## src/rtl/seq_cla_addsub_pkg.sv

```systemverilog
// Shared definitions for the multi-cycle carry-lookahead adder/subtractor.
// Latency: n/a (constants, types and pure helper functions only).
// Backpressure: n/a.
//
// Contents: op encodings, FSM state type, default geometry and the derived
// slice count, plus helpers that map an op onto effective operand/carry.
package seq_cla_addsub_pkg;

    localparam logic [1:0] OP_ADD = 2'b00;
    localparam logic [1:0] OP_ADC = 2'b01;
    localparam logic [1:0] OP_SUB = 2'b10;
    localparam logic [1:0] OP_SBB = 2'b11;

    typedef enum logic [1:0] {
        ST_IDLE = 2'd0,
        ST_BUSY = 2'd1,
        ST_DONE = 2'd2
    } state_t;

    localparam int DEF_WIDTH = 32;
    localparam int DEF_BLOCK = 8;

    // Number of BLOCK-bit slices processed per operation.
    function automatic int nchunk_of(input int width, input int block);
        return width / block;
    endfunction

    localparam int NCHUNK = nchunk_of(DEF_WIDTH, DEF_BLOCK);

    // Subtract ops feed the adder with ~b.
    function automatic logic is_sub(input logic [1:0] op);
        return (op == OP_SUB) || (op == OP_SBB);
    endfunction

    // Carry injected at the LSB: SUB adds 1 to complete two's complement,
    // SBB adds ~borrow so that a borrow-in of 1 subtracts one more.
    function automatic logic eff_cin(input logic [1:0] op, input logic cin);
        logic c;
        case (op)
            OP_ADD:  c = 1'b0;
            OP_ADC:  c = cin;
            OP_SUB:  c = 1'b1;
            default: c = ~cin;
        endcase
        return c;
    endfunction

endpackage

```

## src/rtl/seq_cla_addsub_cla_block.sv

```systemverilog
// Combinational BLOCK-bit carry-lookahead adder slice (group G/P tree).
// Latency: 0 cycles, purely combinational.
// Backpressure: n/a.
//
// Ports: x, y  - BLOCK-bit addends
//        ci    - carry into bit 0
//        z     - BLOCK-bit sum
//        co    - carry out of the top bit
//        c_msb - carry into the top bit (for signed overflow)
module seq_cla_addsub_cla_block
    import seq_cla_addsub_pkg::*;
#(
    parameter int BLOCK = 8
) (
    input  logic [BLOCK-1:0] x,
    input  logic [BLOCK-1:0] y,
    input  logic             ci,
    output logic [BLOCK-1:0] z,
    output logic             co,
    output logic             c_msb
);

    localparam int LEVELS = $clog2(BLOCK);

    logic [BLOCK-1:0] hp;      // bit half-sums
    logic [BLOCK-1:0] gg, pp;  // group generate/propagate, level by level
    logic [BLOCK-1:0] gn, pn;
    logic [BLOCK-1:0] carries; // carry into each bit

    // Each level doubles the span of every group: group [i-2d+1 .. i] is the
    // merge of [i-d+1 .. i] and [i-2d+1 .. i-d]. After LEVELS levels gg[i]
    // is the generate of bits [0 .. i]. The carry-in is folded into bit 0's
    // generate so that gg[i] is directly the carry out of bit i.
    always_comb begin
        hp = x ^ y;
        gg = x & y;
        pp = hp;
        gg[0] = gg[0] | (pp[0] & ci);
        gn = gg;
        pn = pp;
        for (int l = 0; l < LEVELS; l++) begin
            gn = gg;
            pn = pp;
            for (int i = 0; i < BLOCK; i++) begin
                if (i >= (1 << l)) begin
                    gn[i] = gg[i] | (pp[i] & gg[i - (1 << l)]);
                    pn[i] = pp[i] & pp[i - (1 << l)];
                end
            end
            gg = gn;
            pp = pn;
        end
        carries = {gg[BLOCK-2:0], ci};
    end

    assign z     = hp ^ carries;
    assign co    = gg[BLOCK-1];
    assign c_msb = carries[BLOCK-1];

endmodule

```

## src/rtl/seq_cla_addsub.sv

```systemverilog
// Multi-cycle WIDTH-bit adder/subtractor, one BLOCK-bit lookahead slice/cycle.
// Latency: accept at edge E, out_valid high after edge E+WIDTH/BLOCK.
// Backpressure: in_ready only in IDLE; result/flags held while !out_ready.
//
// Ports: clk, rst_n (async, active-low)
//        in_valid/in_ready   - operand handshake (op, a, b, cin)
//        out_valid/out_ready - result handshake
//        result, carry, overflow, zero, negative - registered outputs
module seq_cla_addsub
    import seq_cla_addsub_pkg::*;
#(
    parameter int WIDTH = 32,
    parameter int BLOCK = 8
) (
    input  logic             clk,
    input  logic             rst_n,
    input  logic             in_valid,
    output logic             in_ready,
    input  logic [1:0]       op,
    input  logic [WIDTH-1:0] a,
    input  logic [WIDTH-1:0] b,
    input  logic             cin,
    output logic             out_valid,
    input  logic             out_ready,
    output logic [WIDTH-1:0] result,
    output logic             carry,
    output logic             overflow,
    output logic             zero,
    output logic             negative
);

    // WIDTH must be a multiple of BLOCK; BLOCK a power of two >= 2.
    localparam int NCH  = nchunk_of(WIDTH, BLOCK);
    localparam int IDXW = (NCH > 1) ? $clog2(NCH) : 1;
    localparam logic [IDXW-1:0] LAST_IDX = IDXW'(NCH - 1);

    state_t state_q, state_d;

    logic [WIDTH-1:0] a_q, b_q;   // a and effective b, latched at accept
    logic [WIDTH-1:0] result_q;
    logic [WIDTH-1:0] res_nxt;
    logic             cy_q;       // inter-slice carry register
    logic [IDXW-1:0]  idx_q;
    logic             carry_q, overflow_q, zero_q, negative_q;

    logic [BLOCK-1:0] slice_x, slice_y, slice_z;
    logic             slice_co, slice_cmsb;
    logic             last;

    assign last    = (idx_q == LAST_IDX);
    assign slice_x = a_q[idx_q*BLOCK +: BLOCK];
    assign slice_y = b_q[idx_q*BLOCK +: BLOCK];

    seq_cla_addsub_cla_block #(
        .BLOCK (BLOCK)
    ) u_cla (
        .x     (slice_x),
        .y     (slice_y),
        .ci    (cy_q),
        .z     (slice_z),
        .co    (slice_co),
        .c_msb (slice_cmsb)
    );

    // Result with the current slice merged in; used both for the register
    // update and so the flags on the final slice see the complete result.
    always_comb begin
        res_nxt = result_q;
        res_nxt[idx_q*BLOCK +: BLOCK] = slice_z;
    end

    // FSM: state register
    always_ff @(posedge clk or negedge rst_n) begin
        if (!rst_n) begin
            state_q <= ST_IDLE;
        end else begin
            state_q <= state_d;
        end
    end

    // FSM: next state
    always_comb begin
        state_d = state_q;
        case (state_q)
            ST_IDLE: if (in_valid)  state_d = ST_BUSY;
            ST_BUSY: if (last)      state_d = ST_DONE;
            ST_DONE: if (out_ready) state_d = ST_IDLE;
            default:                state_d = ST_IDLE;
        endcase
    end

    // FSM: outputs
    always_comb begin
        in_ready  = 1'b0;
        out_valid = 1'b0;
        case (state_q)
            ST_IDLE: in_ready  = 1'b1;
            ST_DONE: out_valid = 1'b1;
            default: ;
        endcase
    end

    // Datapath. Nothing updates in DONE, which is what keeps the outputs
    // stable under backpressure.
    always_ff @(posedge clk or negedge rst_n) begin
        if (!rst_n) begin
            a_q        <= '0;
            b_q        <= '0;
            cy_q       <= 1'b0;
            idx_q      <= '0;
            result_q   <= '0;
            carry_q    <= 1'b0;
            overflow_q <= 1'b0;
            zero_q     <= 1'b0;
            negative_q <= 1'b0;
        end else begin
            case (state_q)
                ST_IDLE: begin
                    if (in_valid) begin
                        a_q   <= a;
                        b_q   <= is_sub(op) ? ~b : b;
                        cy_q  <= eff_cin(op, cin);
                        idx_q <= '0;
                    end
                end
                ST_BUSY: begin
                    result_q <= res_nxt;
                    cy_q     <= slice_co;
                    idx_q    <= last ? '0 : idx_q + 1'b1;
                    if (last) begin
                        carry_q    <= slice_co;
                        overflow_q <= slice_co ^ slice_cmsb;
                        zero_q     <= ~|res_nxt;
                        negative_q <= res_nxt[WIDTH-1];
                    end
                end
                default: ;
            endcase
        end
    end

    assign result   = result_q;
    assign carry    = carry_q;
    assign overflow = overflow_q;
    assign zero     = zero_q;
    assign negative = negative_q;

endmodule

```

## config.mk

```make
export PLATFORM = sky130hd
export DESIGN_NAME = seq_cla_addsub
export DESIGN_NICKNAME = d
export VERILOG_FILES = /design/src/rtl/seq_cla_addsub_pkg.sv /design/src/rtl/seq_cla_addsub_cla_block.sv /design/src/rtl/seq_cla_addsub.sv
export SDC_FILE = /design/constraint.sdc
export NUM_CORES = 1
export LEC_CHECK = 0
export ABC_AREA = 0
export CAP_MARGIN = 25
export CORE_ASPECT_RATIO = 1.2
export CORE_MARGIN = 4
export CORE_UTILIZATION = 43
export CTS_CLUSTER_SIZE = 12
export DETAILED_ROUTE_END_ITERATION = 8
export PLACE_DENSITY = 0.69
export SETUP_SLACK_MARGIN = 0.15
export SYNTH_ARGS = -nofsm -noshare
export SYNTH_HDL_FRONTEND = slang
export SYNTH_SLANG_ARGS = --single-unit
```

## constraint.sdc

```tcl
create_clock -name clk -period 7.3 [get_ports clk]
set_input_delay 0.73 -clock clk [delete_from_list [all_inputs] [get_ports clk]]
set_output_delay 0.73 -clock clk [all_outputs]
set_load 0.01 [all_outputs]
```

# Word-level counts from Yosys, hierarchy flattened
# Cells that the tools add are included.
dict set report word_totals {
  reg_bits 105
  in_bits 71
  out_inout_bits 38
  elab_cells 101
}
dict set report classes {
  addsub 2
  n_eq_ne 9
  shifts 4
  muxes 14
  n_bitwise 52
  reduce_logical 10
}
# cell count
set ops {}
lappend ops {{$shiftx 32x6->8} 2}
lappend ops {{$neg 5->34} 1}
lappend ops {{$shift 8x34->32 const A} 1}
lappend ops {{$shiftx 8x34->32} 1}
lappend ops {{$bwmux 32} 1}
lappend ops {{$mux 32} 1}
lappend ops {{$not 32->32} 1}
lappend ops {{$reduce_or 32->1} 1}
lappend ops {{$and 1x1->1} 28}
lappend ops {{$or 1x1->1} 18}
lappend ops {{$xor 8x8->8} 2}
lappend ops {{$mux 2} 5}
lappend ops {{$and 8x8->8} 1}
lappend ops {{$eq 2x2->1 const B} 4}
lappend ops {{$ne 2x2->1 const B} 3}
lappend ops {{$pmux 2 s3} 1}
lappend ops {{$reduce_and 2->1} 3}
lappend ops {{$eq 2x1->1 const B} 2}
lappend ops {{$logic_not 2->1} 2}
lappend ops {{$pmux 2 s2} 1}
lappend ops {{$mux 1} 3}
lappend ops {{$pmux 1 s3} 1}
lappend ops {{$reduce_and 3->1} 1}
lappend ops {{$add 2x1->2 const B} 1}
lappend ops {{6 further kinds} 6}

# Longest topological paths before layout
# Gate-level depths: netlist (run 1).
dict set report logic_depth {
  ltp_word 13
  depth_mapped 12
}

# Cells and area by module
# From an unflattened synthesis (run 1), not the netlist that was laid out.
dict set report hier_totals {
  cells_unflattened 502
  area_unflattened_um2 5218.8
}
# mod n_inst cells_each area_each_um2 seq_area_each_um2
set modules_own_cells {}
lappend modules_own_cells {seq_cla_addsub 1 455 4860.9 2627.5}
lappend modules_own_cells {seq_cla_addsub_cla_block 1 47 357.8 0.0}

# Worst setup path after synthesis (run 1)
# OpenSTA, ideal clock, no wires.
dict set report synth_timing {
  path_type {register to register}
  from {reg idx_q[0]}
  to {reg zero_q, in the netlist zero}
  setup_ps 126
  arrival_ps 3183
  t_required_ps 7174
  slack_ps 3992
  stages_incl_launch_ff 13
  path_buffers 2
  period_less_slack_ps 3308
  path_cell_list {dfrtp_1 -> clkbuf_1 -> buf_2 -> mux4_2 -> fa_1 -> inv_1 -> fa_1 -> nor2b_4 -> o311ai_1 -> a21oi_1 -> a211o_1 -> a31oi_1 -> o31ai_1}
}
dict set report synth_between {
  elab_chain_cells 13
}
# item line_no
set synth_rtl {}
lappend synth_rtl {{from (decl)} seq_cla_addsub.sv:43} ;# logic [IDXW-1:0] idx_q;
lappend synth_rtl {{from (signal assigned)} seq_cla_addsub.sv:129} ;# idx_q <= last ? '0 : idx_q + 1'b1;
lappend synth_rtl {{$shiftx 32x6->8, on equally long branches} {seq_cla_addsub.sv:51, seq_cla_addsub.sv:52}}
lappend synth_rtl {{$xor 8x8->8} seq_cla_addsub_cla_block.sv:35} ;# hp = x ^ y;
lappend synth_rtl {{$and 1x1->1} seq_cla_addsub_cla_block.sv:38} ;# gg[0] = gg[0] | (pp[0] & ci);
lappend synth_rtl {{$or 1x1->1} seq_cla_addsub_cla_block.sv:38}
lappend synth_rtl {{$and 1x1->1} seq_cla_addsub_cla_block.sv:46} ;# gn[i] = gg[i] | (pp[i] & gg[i - (1 << l)]);
lappend synth_rtl {{$or 1x1->1} seq_cla_addsub_cla_block.sv:46}
lappend synth_rtl {{$and 1x1->1} seq_cla_addsub_cla_block.sv:46}
lappend synth_rtl {{$or 1x1->1} seq_cla_addsub_cla_block.sv:46}
lappend synth_rtl {{$xor 8x8->8} seq_cla_addsub_cla_block.sv:56} ;# assign z = hp ^ carries;
lappend synth_rtl {{$shiftx 8x34->32} seq_cla_addsub.sv:69} ;# res_nxt[idx_q*BLOCK +: BLOCK] = slice_z;
lappend synth_rtl {{$bwmux 32} seq_cla_addsub.sv:69}
lappend synth_rtl {{$reduce_or 32->1} seq_cla_addsub.sv:133} ;# zero_q <= ~|res_nxt;
lappend synth_rtl {{$logic_not 1->1} seq_cla_addsub.sv:133}
lappend synth_rtl {{to (signal assigned)} seq_cla_addsub.sv:133}
lappend synth_rtl {{to (decl)} seq_cla_addsub.sv:44} ;# logic carry_q, overflow_q, zero_q, negative_q;
# Parallel ways exist; a longest one is shown, timed or not.
# A chain may end at the register's enable or synchronous reset.

# Final worst setup path (run 1)
dict set report layout_timing {
  from {reg idx_q[1]}
  to {reg zero_q, in the netlist zero}
}
# Same word-level chain as after synthesis.

==> impl_metrics.prom, run 1 <==
# TYPE chip_impl_metric gauge
chip_impl_metric{name="worst_slew_pin_slew",unit="ns"} 0.9572
chip_impl_metric{name="post-route-period-util",unit=""} 0.4730
chip_impl_metric{name="maxClockFrequency",unit="MHz"} 289.6
chip_impl_metric{name="post-route-util",unit=""} 0.5658
chip_impl_metric{name="stdcell_area",unit="µm²"} 6822
chip_impl_metric{name="finalNonFillerCells",unit=""} 780
chip_impl_metric{name="max-slew-margin-rel",unit=""} 0.3619
chip_impl_info{name="netlist_top_cells_area",value="dfrtp_1, nand2_1, mux4_2"} 1
chip_impl_metric{name="post-cts-setup-buffers",unit=""} 0
chip_impl_metric{name="drt_first_iter_violations",unit=""} 133
chip_impl_metric{name="grt_max_degree",unit=""} 102
chip_impl_metric{name="vias",unit=""} 4040
chip_impl_metric{name="timing.clock.skew",unit="ns"} 0.005348
chip_impl_info{name="cts.root.buffer_cell",value="clkbuf_16"} 1
chip_impl_info{name="most_used_flip_flop_cell_after_synthesis",value="dfrtp_1"} 1
chip_impl_metric{name="avgRoutedWirePerCell",unit="µm"} 15.89
chip_impl_metric{name="leakage_power_total",unit="nW"} 3.024
chip_impl_metric{name="maxCapViolCount",unit=""} 0
chip_impl_metric{name="worst_ep_arrival_time",unit="ns"} 3.68
chip_impl_metric{name="number_of_global_route_vias_before_repair",unit=""} 4183
chip_impl_metric{name="initial_antenna_violation_count",unit=""} 0
chip_impl_metric{name="final_hold_viol_count",unit=""} 0
chip_impl_info{name="critPathCaptureType",value="flip-flop"} 1
chip_impl_metric{name="diodes",unit=""} 0
chip_impl_metric{name="period_minus_slack",unit="ns"} 3.453
chip_impl_info{name="layout_commonest_cell",value="nand2_1"} 1
chip_impl_metric{name="cts-buffers-inserted",unit=""} 9
chip_impl_metric{name="area_share_of_the_largest_cell_type_after_synthesis",unit=""} 0.4976
chip_impl_metric{name="hpwl_detailed",unit="µm"} 9262
chip_impl_metric{name="yosys_register_bits",unit=""} 105
chip_impl_info{name="tritoncts",value="built"} 1
chip_impl_metric{name="num-fill-cells",unit=""} 1052
chip_impl_metric{name="finalWeightedCongestion",unit=""} 0.8714
chip_impl_metric{name="initial_core_util",unit=""} 0.4379
chip_impl_metric{name="finalNetCount",unit=""} 700
chip_impl_metric{name="routed_wl",unit="µm"} 12400
chip_impl_metric{name="number_of_placed_cells_counting_well_taps",unit=""} 763
chip_impl_metric{name="die_y_extent",unit="µm"} 129.4
chip_impl_metric{name="post_dp_cell_area",unit="µm²"} 6464
chip_impl_info{name="synth.largest_area_cell",value="dfrtp_1"} 1
chip_impl_metric{name="tns",unit="ns"} 0
chip_impl_metric{name="cts_resized",unit=""} 0
chip_impl_metric{name="core_area",unit="µm²"} 12060
chip_impl_metric{name="cts-hold-fix-buffers",unit=""} 0
chip_impl_metric{name="vdd_drop_max",unit="mV"} 0.2609
chip_impl_metric{name="ys.warnings.count",unit=""} 0
chip_impl_info{name="rsz_0062_raised_after_global_routing",value="no"} 1
chip_impl_metric{name="dieWidth",unit="µm"} 109.2
chip_impl_metric{name="cts-root-to-sink-buffers",unit=""} 2
chip_impl_metric{name="dpl_worst_slack",unit="ns"} 3.848
chip_impl_metric{name="drt_pre_antenna_iters",unit=""} 4
chip_impl_metric{name="worst_path_required_time",unit="ns"} 7.53
chip_impl_metric{name="finalHoldWorstSlack",unit="ns"} 0.4051
chip_impl_metric{name="synthesis.instances",unit=""} 519
chip_impl_info{name="most_used_cells_in_the_layout_excluding_fill_and_tap_cells",value="nand2_1, clkdlybuf4s50_1, dfrtp_1"} 1
chip_impl_metric{name="synth_fp_nets",unit=""} 605
chip_impl_info{name="start_kind",value="flip-flop"} 1
chip_impl_metric{name="fin_total_pwr",unit="mW"} 3.421
chip_impl_metric{name="mean_syn_cell_area",unit="µm²"} 10.17
chip_impl_metric{name="synth-seq-area-share",unit=""} 0.4976
chip_impl_metric{name="synth_cell_types",unit=""} 53
chip_impl_metric{name="grt_overflow_total",unit=""} 0
chip_impl_metric{name="io_pins",unit=""} 109
chip_impl_metric{name="synthesis.area",unit="µm²"} 5280
chip_impl_metric{name="clk_pin_slew_worst_paths",unit="ns"} 0.07
chip_impl_metric{name="syn2layout_area_growth",unit="%"} 29.19
chip_impl_metric{name="global_route_wire_length_before_repair",unit="µm"} 20130
chip_impl_metric{name="portBuffers",unit=""} 108
chip_impl_metric{name="timing.final.ws_setup",unit="ns"} 3.847
chip_impl_metric{name="viasPerCell",unit=""} 5.179
chip_impl_metric{name="dieArea",unit="µm²"} 14120
chip_impl_metric{name="pwr_density",unit="nW/µm²"} 501.4
chip_impl_metric{name="htree_num_levels",unit=""} 3
chip_impl_metric{name="drive_gt1_frac",unit=""} 0.09370
chip_impl_metric{name="fp-row-count",unit=""} 44
chip_impl_metric{name="critical_path.max_fanout",unit=""} 21
chip_impl_metric{name="grt_util_all_layers",unit=""} 0.1843
chip_impl_info{name="setup.worst_path.class",value="flip-flop to flip-flop"} 1
chip_impl_info{name="run_status",value="completed"} 1
chip_impl_metric{name="synth_enable_flop_cells",unit=""} 0
chip_impl_metric{name="final_antenna_net_count",unit=""} 0
chip_impl_metric{name="async_flop_share",unit=""} 1.000
chip_impl_metric{name="detail_route.drc_violations",unit=""} 0
chip_impl_info{name="worst_hold_path_type",value="input pin to async pin"} 1
chip_impl_metric{name="report.final.setup_viol",unit=""} 0
chip_impl_metric{name="clock_latency",unit="ns"} 0.35
chip_impl_metric{name="maxSlewViolCount",unit=""} 0
chip_impl_metric{name="clock-sinks",unit=""} 105
[registers in the layout, indices dropped and copies added, names as in the netlist]
name      count
zero          1
state_q       2
cy_q          1
negative      1
a_q          32
idx_q         2
b_q          32
result       32
overflow      1
carry         1
[routing by layer]
layer  wire length (µm)  GRT usage  part of all wire
met1               5211     0.2294              0.42
met2               6386     0.3203              0.52
met3                495    0.02491             0.040
met4                303    0.07875             0.024
met5                  0          0                 0
[cell usage after synthesis (2+ instances only)]
library cell	count
nand2_1	150
buf_1	2
o21ai_1	6
a21o_1	2
dfrtp_1	105
a22o_2	5
nor4_2	2
nor3_1	8
inv_1	14
a22o_1	20
o31ai_1	3
mux4_2	16
nor2_1	10
nor4_1	5
nor3_2	2
fa_1	2
mux2i_1	2
o21bai_1	2
clkbuf_1	19
nand2b_1	4
xnor2_1	35
nand3_1	3
xor2_1	2
ha_1	13
or3_1	3
buf_2	6
a21oi_1	9
o21ai_0	41
or2_1	2
nand2_2	2
a31oi_1	2
[cells by family (layout without fill, tap and decap cells)]
logic type	Yosys count	after routing	share of synthesized area
fa+ha+maj	15	15	0.03839
mux	18	18	0.07204
flops	105	105	0.4976
simple gates	199	199	0.1635
buf+inv	42	142	0.03199
xor+xnor	37	37	0.06137
compound gates	103	103	0.1351
[area by class of cell]
| cell class | count | area (µm²) | share of cell area |
|---|---|---|---|
| multi-input combinational | 372 | 2486 | 0.3645 |
| sequential | 105 | 2628 | 0.3852 |
| clock buffer | 11 | 252.7 | 0.03705 |
| tap | 161 | 201.4 | 0.02953 |
| timing repair buffer | 112 | 1124 | 0.1647 |
| clock inverter | 5 | 77.57 | 0.01137 |
| inverter | 14 | 52.55 | 0.007704 |
[power breakdown]
group	internal [mW]	leakage, nW	switching, mW
clock	0.318	0.162	0.211
combinational	0.795	1.51	1.10
sequential	0.824	1.35	0.168
[critical path: stages (launching register included)]
cell and delay, ns:
dfrtp_1 0.97, mux4_2 0.44, fa_1 0.42, inv_1 0.08, fa_1 0.25, nor2b_4 0.06, o311ai_1 0.34, a21oi_1 0.14
a211o_1 0.33, a31oi_1 0.20, o31ai_1 0.09
[final timing paths]
kind                                 startpoint                      to  slack [ns]  depth (start not counted)
setup / recovery           idx_q[1]$_DFFE_PN0P_        zero$_DFFE_PN0P_        3.85                         10
hold / removal                            rst_n     a_q[22]$_DFFE_PN0P_        0.41                          1
setup reg to reg           idx_q[1]$_DFFE_PN0P_        zero$_DFFE_PN0P_        3.85                         10
hold reg to reg             a_q[17]$_DFFE_PN0P_     a_q[17]$_DFFE_PN0P_        0.47                          2
max in group asynchronous                 rst_n  result[28]$_DFFE_PN0P_        5.80                          2
min in group clk            a_q[17]$_DFFE_PN0P_     a_q[17]$_DFFE_PN0P_        0.47                          2
Note: power is estimated with default switching activity, not from simulation.
==> inputs of run 2 (changes only) <==
--- a/config.mk
+++ b/config.mk
@@ -12,7 +12,7 @@
 export CORE_UTILIZATION = 43
 export CTS_CLUSTER_SIZE = 12
 export DETAILED_ROUTE_END_ITERATION = 8
-export PLACE_DENSITY = 0.69
+export PLACE_DENSITY = 0.72
 export SETUP_SLACK_MARGIN = 0.15
 export SYNTH_ARGS = -nofsm -noshare
 export SYNTH_HDL_FRONTEND = slang
==> constraint.sdc (replaced) <==
create_clock -name clk -period 2.8 [get_ports clk]
set_input_delay 0.28 -clock clk [delete_from_list [all_inputs] [get_ports clk]]
set_output_delay 0.28 -clock clk [all_outputs]
set_load 0.01 [all_outputs]
==> run 2 against run 1 <==
  * Clock power is 150% higher
  * Clock skew rose by 0.0030 ns
  * Hold slack improved by 0.051 ns
  * First-iteration DRC count is 29% higher
==> impl_metrics.prom, run 2 (synthesis results as in run 1) <==
# TYPE chip_impl_metric gauge
chip_impl_info{name="run_status",value="completed"} 1
chip_impl_metric{name="timing.clock.skew",unit="ns"} 0.008395
chip_impl_metric{name="worstRegToRegCells",unit=""} 11
chip_impl_metric{name="number_of_placed_cells_counting_well_taps",unit=""} 780
chip_impl_metric{name="worst_ep_arrival_time",unit="ns"} 2.99
chip_impl_info{name="worst_hold_path.endpoint",value="a_q[25]$_DFFE_PN0P_"} 1
chip_impl_metric{name="clockPowerShare",unit=""} 0.130
chip_impl_metric{name="timing.critical_path.slowest_cell_delay",unit="ns"} 0.55
chip_impl_metric{name="drive_gt1_frac",unit=""} 0.1605
chip_impl_metric{name="num-fill-cells",unit=""} 996
chip_impl_metric{name="worst_slew_pin_slew",unit="ns"} 0.7719
chip_impl_info{name="path_common_cell",value="buf_12"} 1
chip_impl_metric{name="footprint_of_the_flip_flops_and_latches",unit="µm²"} 2629
chip_impl_metric{name="netSwitchingFraction",unit=""} 0.4204
chip_impl_metric{name="power.share.combinational",unit=""} 0.614
chip_impl_metric{name="period_minus_slack",unit="ns"} 2.757
chip_impl_metric{name="max-slew-margin-rel",unit=""} 0.4854
chip_impl_metric{name="dpl_worst_slack",unit="ns"} -0.1007
chip_impl_info{name="start_kind",value="flip-flop"} 1
chip_impl_metric{name="count_of_buffering_cells_on_the_critical_path_with_inverters_included",unit=""} 3
chip_impl_metric{name="viasPerCell",unit=""} 5.210
chip_impl_metric{name="clock-sinks",unit=""} 105
chip_impl_metric{name="die_y_extent",unit="µm"} 129.4
chip_impl_metric{name="cts-root-to-sink-buffers",unit=""} 2
chip_impl_metric{name="timing.final.ws_setup",unit="ns"} 0.04253
chip_impl_info{name="tritoncts",value="built"} 1
chip_impl_metric{name="vdd_drop_max",unit="mV"} 0.9450
chip_impl_metric{name="clock_latency",unit="ns"} 0.35
chip_impl_info{name="worstPathCellList",value="buf_12 > buf_12 > mux4_2 > ha_4 > a21oi_2 > nor3_2 > o211a_1 > buf_4 > o21ai_2 > nand2_2 > a22o_1"} 1
chip_impl_metric{name="htree_num_levels",unit=""} 3
chip_impl_info{name="crit-reg2reg-launch",value="idx_q[0]$_DFFE_PN0P_"} 1
chip_impl_metric{name="fp-row-count",unit=""} 44
chip_impl_metric{name="vias",unit=""} 4215
chip_impl_metric{name="initial_core_util",unit=""} 0.4379
chip_impl_metric{name="dieArea",unit="µm²"} 14120
chip_impl_metric{name="number_of_global_route_vias_before_repair",unit=""} 4322
chip_impl_metric{name="maxSlewViolCount",unit=""} 0
chip_impl_info{name="min_from",value="a[25]"} 1
chip_impl_info{name="critPathCaptureType",value="flip-flop"} 1
chip_impl_metric{name="final_hold_viol_count",unit=""} 0
chip_impl_metric{name="diodes",unit=""} 0
chip_impl_metric{name="leakage_power_total",unit="nW"} 3.191
chip_impl_metric{name="power.net_switching",unit="mW"} 4.241
chip_impl_info{name="setup.worst_path.class",value="flip-flop to flip-flop"} 1
chip_impl_metric{name="pwr_density",unit="nW/µm²"} 1402
chip_impl_info{name="rsz_0062_raised_after_global_routing",value="yes"} 1
chip_impl_metric{name="final_antenna_net_count",unit=""} 0
chip_impl_info{name="path_delay_family",value="compound AO/OA/AOI/OAI gates"} 1
chip_impl_metric{name="routed_wl",unit="µm"} 12950
chip_impl_metric{name="clk_pin_slew_worst_paths",unit="ns"} 0.07
chip_impl_metric{name="avgRoutedWirePerCell",unit="µm"} 16.01
chip_impl_metric{name="regToRegSetupSlack",unit="ns"} 0.04
chip_impl_metric{name="post-route-period-util",unit=""} 0.9848
chip_impl_info{name="layout_commonest_cell",value="nand2_1"} 1
chip_impl_metric{name="maxCapViolCount",unit=""} 0
chip_impl_info{name="most_used_cells_in_the_layout_excluding_fill_and_tap_cells",value="nand2_1, clkdlybuf4s50_1, dfrtp_1"} 1
chip_impl_metric{name="worst_path_required_time",unit="ns"} 3.03
chip_impl_metric{name="finalHoldWorstSlack",unit="ns"} 0.4558
chip_impl_metric{name="critical_path.max_fanout",unit=""} 5
chip_impl_metric{name="finalWeightedCongestion",unit=""} 0.9180
chip_impl_metric{name="core_area",unit="µm²"} 12060
chip_impl_metric{name="drt_pre_antenna_iters",unit=""} 4
chip_impl_metric{name="detail_route.drc_violations",unit=""} 0
chip_impl_metric{name="portBuffers",unit=""} 108
chip_impl_info{name="critical_path.slowest_cell",value="mux4_2"} 1
chip_impl_info{name="cts.root.buffer_cell",value="clkbuf_16"} 1
chip_impl_metric{name="whs_path_depth",unit=""} 3
chip_impl_metric{name="maxClockFrequency",unit="MHz"} 362.7
chip_impl_metric{name="multi_input_comb_area",unit="µm²"} 2599
chip_impl_metric{name="drt_first_iter_violations",unit=""} 172
chip_impl_metric{name="fin_total_pwr",unit="mW"} 10.09
chip_impl_metric{name="post_dp_cell_area",unit="µm²"} 6655
chip_impl_info{name="worst_hold_path_type",value="input pin to flip-flop"} 1
chip_impl_metric{name="pint",unit="mW"} 5.846
chip_impl_metric{name="dieWidth",unit="µm"} 109.2
chip_impl_metric{name="syn2layout_area_growth",unit="%"} 36.28
chip_impl_metric{name="finalNonFillerCells",unit=""} 809
chip_impl_metric{name="cts-buffers-inserted",unit=""} 9
chip_impl_metric{name="io_pins",unit=""} 109
chip_impl_metric{name="initial_antenna_violation_count",unit=""} 0
chip_impl_metric{name="p_seq_frac",unit=""} 0.256
chip_impl_metric{name="grt_util_all_layers",unit=""} 0.1908
chip_impl_metric{name="grt_max_degree",unit=""} 58
chip_impl_info{name="r2r_end",value="result[31]$_DFFE_PN0P_"} 1
chip_impl_metric{name="grt_overflow_total",unit=""} 0
chip_impl_metric{name="stdcell_area",unit="µm²"} 7196
chip_impl_metric{name="global_route_wire_length_before_repair",unit="µm"} 20960
chip_impl_metric{name="report.final.setup_viol",unit=""} 0
chip_impl_metric{name="hpwl_detailed",unit="µm"} 9779
chip_impl_metric{name="finalNetCount",unit=""} 729
[run 2: changes by cell type in the layout (fill, tap and decap cells not counted), sizes merged]
cell,delta
dlygate4sd3,+1
clkbuf,+1
bufinv,-1
buf,+27
inv,+1
[run 2: per-layer routing]
layer  global-route usage  part of all wire  up-vias
li1                     -                 -     2032
met1               0.2337              0.41     2042
met2               0.3362              0.52      121
met3              0.03687             0.051       20
met4              0.06389             0.018        0
met5                    0                 0        -
[run 2: power groups by stage]
stage | clock network [mW] | registers [mW] | logic, mW
2_1_floorplan | 0 | 2.52 | 3.55
3_3_place_gp | 0 | 2.59 | 5.44
3_5_place_dp | 0 | 2.61 | 5.56
4_1_cts | 1.33 | 2.59 | 5.75
5_1_grt | 1.39 | 2.66 | 6.75
6_report | 1.31 | 2.58 | 6.19
[run 2: worst max path at each step]
stage                             end  cells after the start  slack, ns                 start
6_report       result[31]$_DFFE_PN0P_                     11       0.04  idx_q[0]$_DFFE_PN0P_
3_3_place_gp         zero$_DFFE_PN0P_                      9     -0.004  idx_q[0]$_DFFE_PN0P_
4_1_cts              zero$_DFFE_PN0P_                      9       0.06  idx_q[0]$_DFFE_PN0P_
3_5_place_dp    result[6]$_DFFE_PN0P_                     10      -0.10  idx_q[0]$_DFFE_PN0P_
2_1_floorplan        zero$_DFFE_PN0P_                     10      -0.14  idx_q[0]$_DFFE_PN0P_
5_1_grt              zero$_DFFE_PN0P_                     10      -0.12  idx_q[0]$_DFFE_PN0P_
[run 2: area by class of cell]
| cell class | instances | area share |
|---|---|---|
| sequential | 105 | 0.3653 |
| multi-input combinational | 372 | 0.3612 |
| timing repair buffer | 141 | 0.1944 |
| clock buffer | 11 | 0.03512 |
| tap | 161 | 0.02800 |
| clock inverter | 5 | 0.008694 |
| inverter | 14 | 0.007303 |
[run 2: what timing repair did]
item,CTS,global route
hold buffers,1,0
gates cloned,0,1
endpoints found under the hold margin,6,0
buffers inserted,4,7
pin swaps,10,8
gates resized for setup,7,12
setup endpoints to repair,17,21
[run 2: through the flow]
step / setup TNS, ns / utilization
4_1_cts: 0 / 0.5833
3_3_place_gp: -0.004067 / 0.5520
5_1_grt: -0.4648 / 0.5968
3_5_place_dp: -0.7859 / 0.5520
6_report: 0 / 0.5968
2_1_floorplan: -0.4972 / -
[run 2: tightest hold or removal path, delay by kind of cell]
family | cells | cell delay (ns)
AND/OR/NAND/NOR | 2 | 0.10
buffers and inverters | 1 | 0.39
